===== config.mk =====
export PLATFORM = sky130hd
export DESIGN_NAME = lsu_bus_master
export DESIGN_NICKNAME = d
export VERILOG_FILES = /design/src/rtl/lsu_pkg.sv /design/src/rtl/lsu_load_align.sv /design/src/rtl/lsu_bus_master.sv
export SDC_FILE = /design/constraint.sdc
export NUM_CORES = 1
export LEC_CHECK = 0
export BUFFER_PORTS_ARGS = -buffer_cell sky130_fd_sc_hd__buf_2
export CELL_PAD_IN_SITES_DETAIL_PLACEMENT = 1
export CELL_PAD_IN_SITES_GLOBAL_PLACEMENT = 1
export CORE_MARGIN = 4
export CORE_UTILIZATION = 41
export CTS_BUF_LIST = sky130_fd_sc_hd__clkbuf_16
export CTS_CLUSTER_SIZE = 30
export DETAILED_ROUTE_END_ITERATION = 8
export PLACE_DENSITY_LB_ADDON = 0.1
export REMOVE_ABC_BUFFERS = 1
export SYNTH_ARGS = -nofsm -noshare
export SYNTH_HDL_FRONTEND = slang
export SYNTH_SLANG_ARGS = --single-unit

===== constraint.sdc =====
create_clock -name clk -period 5.45 [get_ports clk]
set_input_delay 0.2725 -clock clk [delete_from_list [all_inputs] [get_ports clk]]
set_output_delay 0.2725 -clock clk [all_outputs]
set_load 0.005 [all_outputs]

===== src/rtl/lsu_pkg.sv =====
// Shared types and helpers for the load/store unit.
//   lsu_state_e   : bus-master FSM states
//   lsu_fault_e   : fault cause encoding driven on fault_cause
//   F3_*          : funct3 access-size codes
//   f3_legal      : funct3 legality for a load or a store
//   f3_misaligned : natural-alignment check for a funct3/offset pair
package lsu_pkg;

   typedef enum logic [1:0] {IDLE, ACCESS, DONE} lsu_state_e;

   typedef enum logic [1:0] {
      FLT_NONE     = 2'b00,
      FLT_MISALIGN = 2'b01,
      FLT_SIZE     = 2'b10,
      FLT_TIMEOUT  = 2'b11
   } lsu_fault_e;

   localparam logic [2:0] F3_B  = 3'b000;
   localparam logic [2:0] F3_H  = 3'b001;
   localparam logic [2:0] F3_W  = 3'b010;
   localparam logic [2:0] F3_BU = 3'b100;
   localparam logic [2:0] F3_HU = 3'b101;

   // Unsigned variants exist only for loads.
   function automatic logic f3_legal(input logic we, input logic [2:0] f3);
      logic ok;
      case (f3)
         F3_B, F3_H, F3_W: ok = 1'b1;
         F3_BU, F3_HU:     ok = !we;
         default:          ok = 1'b0;
      endcase
      return ok;
   endfunction

   // f3[1:0] encodes the access size for every legal code.
   function automatic logic f3_misaligned(input logic [2:0] f3, input logic [1:0] off);
      logic bad;
      case (f3[1:0])
         2'b01:   bad = off[0];
         2'b10:   bad = (off != 2'b00);
         default: bad = 1'b0;
      endcase
      return bad;
   endfunction

endpackage


===== src/rtl/lsu_load_align.sv =====
// Load data alignment: selects the addressed byte/halfword lane of a bus
// word and sign- or zero-extends it to 32 bits.
//   funct3 : load access code (LB/LH/LW/LBU/LHU)
//   offset : byte offset within the word (addr[1:0])
//   word   : raw 32-bit bus read data
//   result : extended value for register writeback
module lsu_load_align
   import lsu_pkg::*;
(
   input  logic [2:0]  funct3,
   input  logic [1:0]  offset,
   input  logic [31:0] word,
   output logic [31:0] result
);

   logic [7:0]  lane_b;
   logic [15:0] lane_h;

   always_comb begin
      // NOTE: every combinational output is given a default first so no latch is inferred.
      lane_b = 8'h00;
      result = word;
      case (offset)
         2'd0: lane_b = word[7:0];
         2'd1: lane_b = word[15:8];
         2'd2: lane_b = word[23:16];
         2'd3: lane_b = word[31:24];
         default: lane_b = 8'h00;
      endcase
      lane_h = offset[1] ? word[31:16] : word[15:0];
      case (funct3)
         F3_B:    result = {{24{lane_b[7]}}, lane_b};
         F3_BU:   result = {24'h000000, lane_b};
         F3_H:    result = {{16{lane_h[15]}}, lane_h};
         F3_HU:   result = {16'h0000, lane_h};
         default: result = word;
      endcase
   end

endmodule


===== src/rtl/lsu_bus_master.sv =====
// Load/store unit bus master. Validates a decoded load/store, runs a
// request/ready handshake on the data bus, stalls the core until the access
// retires and reports misalignment, illegal-size and timeout faults.
//   clk, reset_n                    : clock, async active-low reset
//   req_valid/we/strb/addr/wdata    : request from EX (held stable while stall)
//   stall                           : hold PC and pipeline
//   rdata, rdata_valid              : extended load result and its retire pulse
//   fault, fault_cause              : fault retire pulse and cause
//   bus_req/we/addr/be/wdata        : registered bus request
//   bus_ready, bus_rdata            : bus completion and read data
module lsu_bus_master
   import lsu_pkg::*;
#(
   parameter int unsigned TIMEOUT_CYC = 16
) (
   input  logic        clk,
   input  logic        reset_n,
   input  logic        req_valid,
   input  logic        req_we,
   input  logic [2:0]  req_strb,
   input  logic [31:0] req_addr,
   input  logic [31:0] req_wdata,
   output logic        stall,
   output logic [31:0] rdata,
   output logic        rdata_valid,
   output logic        fault,
   output logic [1:0]  fault_cause,
   output logic        bus_req,
   output logic        bus_we,
   output logic [31:0] bus_addr,
   output logic [3:0]  bus_be,
   output logic [31:0] bus_wdata,
   input  logic        bus_ready,
   input  logic [31:0] bus_rdata
);

   localparam logic [7:0] TO_LIMIT = 8'(TIMEOUT_CYC);

   lsu_state_e  state, state_next;
   lsu_fault_e  req_cause;
   logic        accept, reject, ready_hit, timeout;
   logic [7:0]  wait_cnt;
   logic [2:0]  f3_q;
   logic [1:0]  off_q;
   logic [3:0]  be_next;
   logic [31:0] wdata_next;
   logic [31:0] load_data;

   always_ff @(posedge clk or negedge reset_n) begin
      // NOTE: sequential state is updated only with non-blocking assignments.
      if (!reset_n) state <= IDLE;
      else          state <= state_next;
   end

   always_comb begin
      state_next = state;
      req_cause  = FLT_NONE;
      accept     = 1'b0;
      reject     = 1'b0;
      ready_hit  = 1'b0;
      timeout    = 1'b0;
      case (state)
         IDLE: begin
            if (req_valid) begin
               if (!f3_legal(req_we, req_strb))                   req_cause = FLT_SIZE;
               else if (f3_misaligned(req_strb, req_addr[1:0]))   req_cause = FLT_MISALIGN;
               accept     = (req_cause == FLT_NONE);
               reject     = !accept;
               state_next = accept ? ACCESS : DONE;
            end
         end
         ACCESS: begin
            // wait_cnt holds the number of the current ACCESS cycle, so
            // ready in the last allowed cycle still wins over the timeout.
            if (bus_ready) begin
               ready_hit  = 1'b1;
               state_next = DONE;
            end else if (wait_cnt == TO_LIMIT) begin
               timeout    = 1'b1;
               state_next = DONE;
            end
         end
         DONE:    state_next = IDLE;
         default: state_next = IDLE;
      endcase
   end

   // Gated with reset_n so stall falls immediately when reset aborts a transfer.
   assign stall = reset_n & (((state == IDLE) & req_valid) | (state == ACCESS));

   // Store lane placement; loads read the full word.
   always_comb begin
      be_next    = 4'b1111;
      wdata_next = req_wdata;
      if (req_we) begin
         case (req_strb)
            F3_B: begin
               be_next    = 4'b0001 << req_addr[1:0];
               wdata_next = {4{req_wdata[7:0]}};
            end
            F3_H: begin
               be_next    = 4'b0011 << {req_addr[1], 1'b0};
               wdata_next = {2{req_wdata[15:0]}};
            end
            default: begin
               be_next    = 4'b1111;
               wdata_next = req_wdata;
            end
         endcase
      end
   end

   lsu_load_align u_align (
      .funct3 (f3_q),
      .offset (off_q),
      .word   (bus_rdata),
      .result (load_data)
   );

   always_ff @(posedge clk or negedge reset_n) begin
      if (!reset_n) begin
         bus_req     <= 1'b0;
         bus_we      <= 1'b0;
         bus_addr    <= 32'h0;
         bus_be      <= 4'h0;
         bus_wdata   <= 32'h0;
         f3_q        <= 3'b000;
         off_q       <= 2'b00;
         wait_cnt    <= 8'd0;
         rdata       <= 32'h0;
         rdata_valid <= 1'b0;
         fault       <= 1'b0;
         fault_cause <= FLT_NONE;
      end else begin
         rdata_valid <= 1'b0;
         fault       <= 1'b0;
         fault_cause <= FLT_NONE;
         if (accept) begin
            bus_req   <= 1'b1;
            bus_we    <= req_we;
            bus_addr  <= {req_addr[31:2], 2'b00};
            bus_be    <= be_next;
            bus_wdata <= wdata_next;
            f3_q      <= req_strb;
            off_q     <= req_addr[1:0];
            wait_cnt  <= 8'd1;
         end
         if (reject) begin
            fault       <= 1'b1;
            fault_cause <= req_cause;
         end
         if (state == ACCESS && !ready_hit && !timeout) begin
            wait_cnt <= wait_cnt + 8'd1;
         end
         if (ready_hit) begin
            bus_req  <= 1'b0;
            wait_cnt <= 8'd0;
            if (!bus_we) begin
               rdata       <= load_data;
               rdata_valid <= 1'b1;
            end
         end
         if (timeout) begin
            bus_req     <= 1'b0;
            wait_cnt    <= 8'd0;
            rdata       <= 32'h0;
            fault       <= 1'b1;
            fault_cause <= FLT_TIMEOUT;
         end
      end
   end

endmodule


==> run_results.csv <==
group,metric,value,unit
run_status,outcome,"complete, no violations",
clocking,cts_max_level,4,
synth,netlist_instances,470,
sta,skew,0.00739,ns
layout,area_growth,29.3,%
layout,fin_area,0.00742,sq mm
synth,synth-edff-count,0,
drt,firstDrtPassIters,4,
synth,yosysSeqAreaShare,51.9,%
place,port_buffers,208,
synth,avgSynthCellArea,12.2,sq um
grt,grt_pass1_wl,27500,microns
synth,yosysUniqueCellTypes,54,
clocking,clock_path_buffers,2,
drt,drtIter0Drc,306,
layout,drive_above_1_share,47.2,%
clocking,path_clk_slew,0.06,ns
drt,via_per_inst,5.36,
setup_path,crit_path_start_kind,"register",
sta,slew_violations,0,
setup_path,cp_max_fo,21,
sta,final_hold_viol_count,0,
clocking,cts_tree,"done",
drt,vias,4606,
grt,grt_antenna_before_repair,1,
sta,setup_viol,0,
grt,grt_overflow,0,
setup_path,worst-path-buf-inv,0,
die,start_util,42.6,%
clocking,numCtsBuffers,17,
drt,wire_per_inst,19.5,microns
pwr,powerDensity,519,mW/mm^2
die,dieArea,0.0159,sq mm
layout,num-nets-final,780,
grt,grt_max_degree,76,
clocking,cts-hold-fix-buffers,1,
synth,synth_commonest_cells,"dfrtp_1, mux2_2, inv_1",
synth,yosys.area.top_type,"dfrtp_1",
min_path,hold_class,"primary input to register",
place,gp_congestion,0.760,
sta,fmaxAchievable,0.431,GHz
setup_path,path_delay_family,"flip-flops",
drt,drcViolationCount,0,
setup_path,rr_startpoint,"off_q[1]",
sta,period_minus_slack,2.32,ns
setup_path,endpoint_kind,"register",
setup_path,cp_slowest_cell,"dfrtp_1",
drt,ant_nets,0,
die,dieHeight,126,microns
synth,synth_area,0.00573,sq mm
setup_path,critPathRequiredTime,5.79,ns
sta,fin_tns_setup,0,ns
setup_path,crit_chain,"mux2_2 -> mux2i_1 -> nor4_4 -> a221o_1",
setup_path,crit_start,"off_q[1]",
die,num_io_pins,211,
sta,worst_pin_slew,0.961,ns
clocking,cts.sinks,119,
pwr,ir_drop,235,uV
place,dp_hpwl,12100,microns
clocking,ctsResizeCount,0,
sta,slew_headroom,35.5,%
synth,ys_top_cells_by_area,"dfrtp_1, mux2_2, a221o_1",
clocking,root_buffer,"clkbuf_16",
synth,synthFlopType,"dfrtp_1",
setup_path,arrival,2.66,ns
clocking,cts_setup_buffers,0,
setup_path,max_stage_delay,0.84,ns
place,dpl_cell_area,0.00683,sq mm
synth,yosys_warnings,0,
die,core-area,0.0135,sq mm
grt,grt_pass1_vias,5156,
setup_path,path_class,"register to register",
min_path,hp-start,"req_addr[16]",
sta,fin_crit_sh,42.6,%
pwr,leakage,3.62,nW
clocking,clock_latency,0.42,ns
synth,yosysMostFrequentCell,"dfrtp_1",
synth,synth_top_area_share,51.9,%
sta,rsz0062_at_grt,"false",
synth,ys_ff_latch,119,
layout,num_antenna_cells,0,
synth,async_reset_ff_share,100,%
drt,drt_wl_total,16800,microns
die,fp-row-count,42,
run,drv_cap,0,
grt,grt_use_total,21.5,%
die,die_w,126,microns
-- layout make-up --
cell class / instances / area [sq um]
Timing Repair Buffer: 212 / 1080
Fill cell: 1519 / 6040
Inverter: 32 / 120
Clock buffer: 17 / 425
Sequential cell: 119 / 2980
Clock inverter: 15 / 154
Multi-Input combinational cell: 289 / 2440
Tap cell: 176 / 220
-- power by group --
group / switching, W / leakage [nW] / internal [W] / total [W]
Combinational: 0.000526 / 1.91 / 0.000667 / 0.00119
Clock: 0.000422 / 0.271 / 0.000673 / 0.00109
Sequential: 0.000292 / 1.44 / 0.00127 / 0.00156
-- worst reg2reg max path, stage by stage (launching register included) --
cell	delay, ns
dfrtp_1	0.84
mux2_2	0.33
mux2i_1	0.11
nor4_4	0.74
a221o_1	0.23
-- metal layers --
layer	wire (microns)	part of all wire (%)	vias up	GRT usage [%]
li1	-	-	2129	-
met1	6720	40	2309	26.0
met2	8470	51	147	36.4
met3	1380	8.2	19	7.62
met4	184	1.1	2	5.93
met5	7	0.042	-	0
-- sequential cells by signal (all words and copies together) (netlist names) --
register     count
bus_we           1
bus_wdata       32
wait_cnt         8
rdata           32
fault_cause      2
off_q            2
bus_be           4
rdata_valid      1
bus_req          1
bus_addr        30
fault            1
state            2
f3_q             3
-- cell usage in the layout (no fill, tap or decap), types with 5 or more instances in the layout --
cell,Yosys,final
o21ai_0,10,10
a21oi_1,26,26
dfrtp_1,119,119
nand2_1,13,13
a211o_1,5,5
mux2_2,65,65
a221oi_1,8,8
clkbuf_16,0,17
a22oi_1,8,8
a21o_1,9,9
nor2b_1,7,7
ha_1,5,5
and3_1,5,5
clkinvlp_4,0,5
nor2_1,20,20
mux2i_1,20,20
nand2b_1,5,5
a221o_1,21,21
buf_2,11,207
inv_1,31,32
o2bb2ai_1,7,7
-- metrics by stage --
step | power, W | instances | util (%) | worst slack (ns) | hold WS [ns]
global placement | 0.00272 | 827 | 50.8 | 2.94 | 0.314
finish | 0.00385 | 860 | 55.1 | 3.13 | 0.0865
global route | 0.00412 | 860 | 55.1 | 2.95 | 0.0710
detailed placement | 0.00278 | 827 | 50.8 | 2.85 | 0.316
floorplan | 0.00215 | 440 | - | -1.96 | -0.0231
CTS | 0.00391 | 860 | 55.1 | 3.13 | 0.0739
-- cell families (layout without fill, tap and decap cells) --
family | after synthesis | in the layout | share of synthesized area [%]
flip-flops | 119 | 119 | 51.9
AO/OA/AOI/OAI | 110 | 110 | 14.6
multiplexers | 91 | 91 | 18.4
AND/OR/NAND/NOR | 80 | 80 | 8.18
buffers and inverters | 63 | 276 | 5.61
adder cells (fa/ha/maj) | 5 | 5 | 1.09
other | 1 | 2 | 0.0654
XOR/XNOR | 1 | 1 | 0.153
-- path summary, 6_finish.rpt --
| check | slack (ns) | cells after the start | endpoint |
|---|---|---|---|
| worst max-delay path | 3.13 | 4 | rdata[22] |
| min in group asynchronous | 0.46 | 2 | bus_wdata[7] |
| worst min-delay path | 0.09 | 2 | bus_addr[16] |
| max in group asynchronous | 3.60 | 3 | rdata[27] |
| worst max register to register | 3.13 | 4 | rdata[22] |
| worst min register to register | 0.47 | 1 | rdata[15] |
No activity file was read; power rests on OpenSTA's default activity.
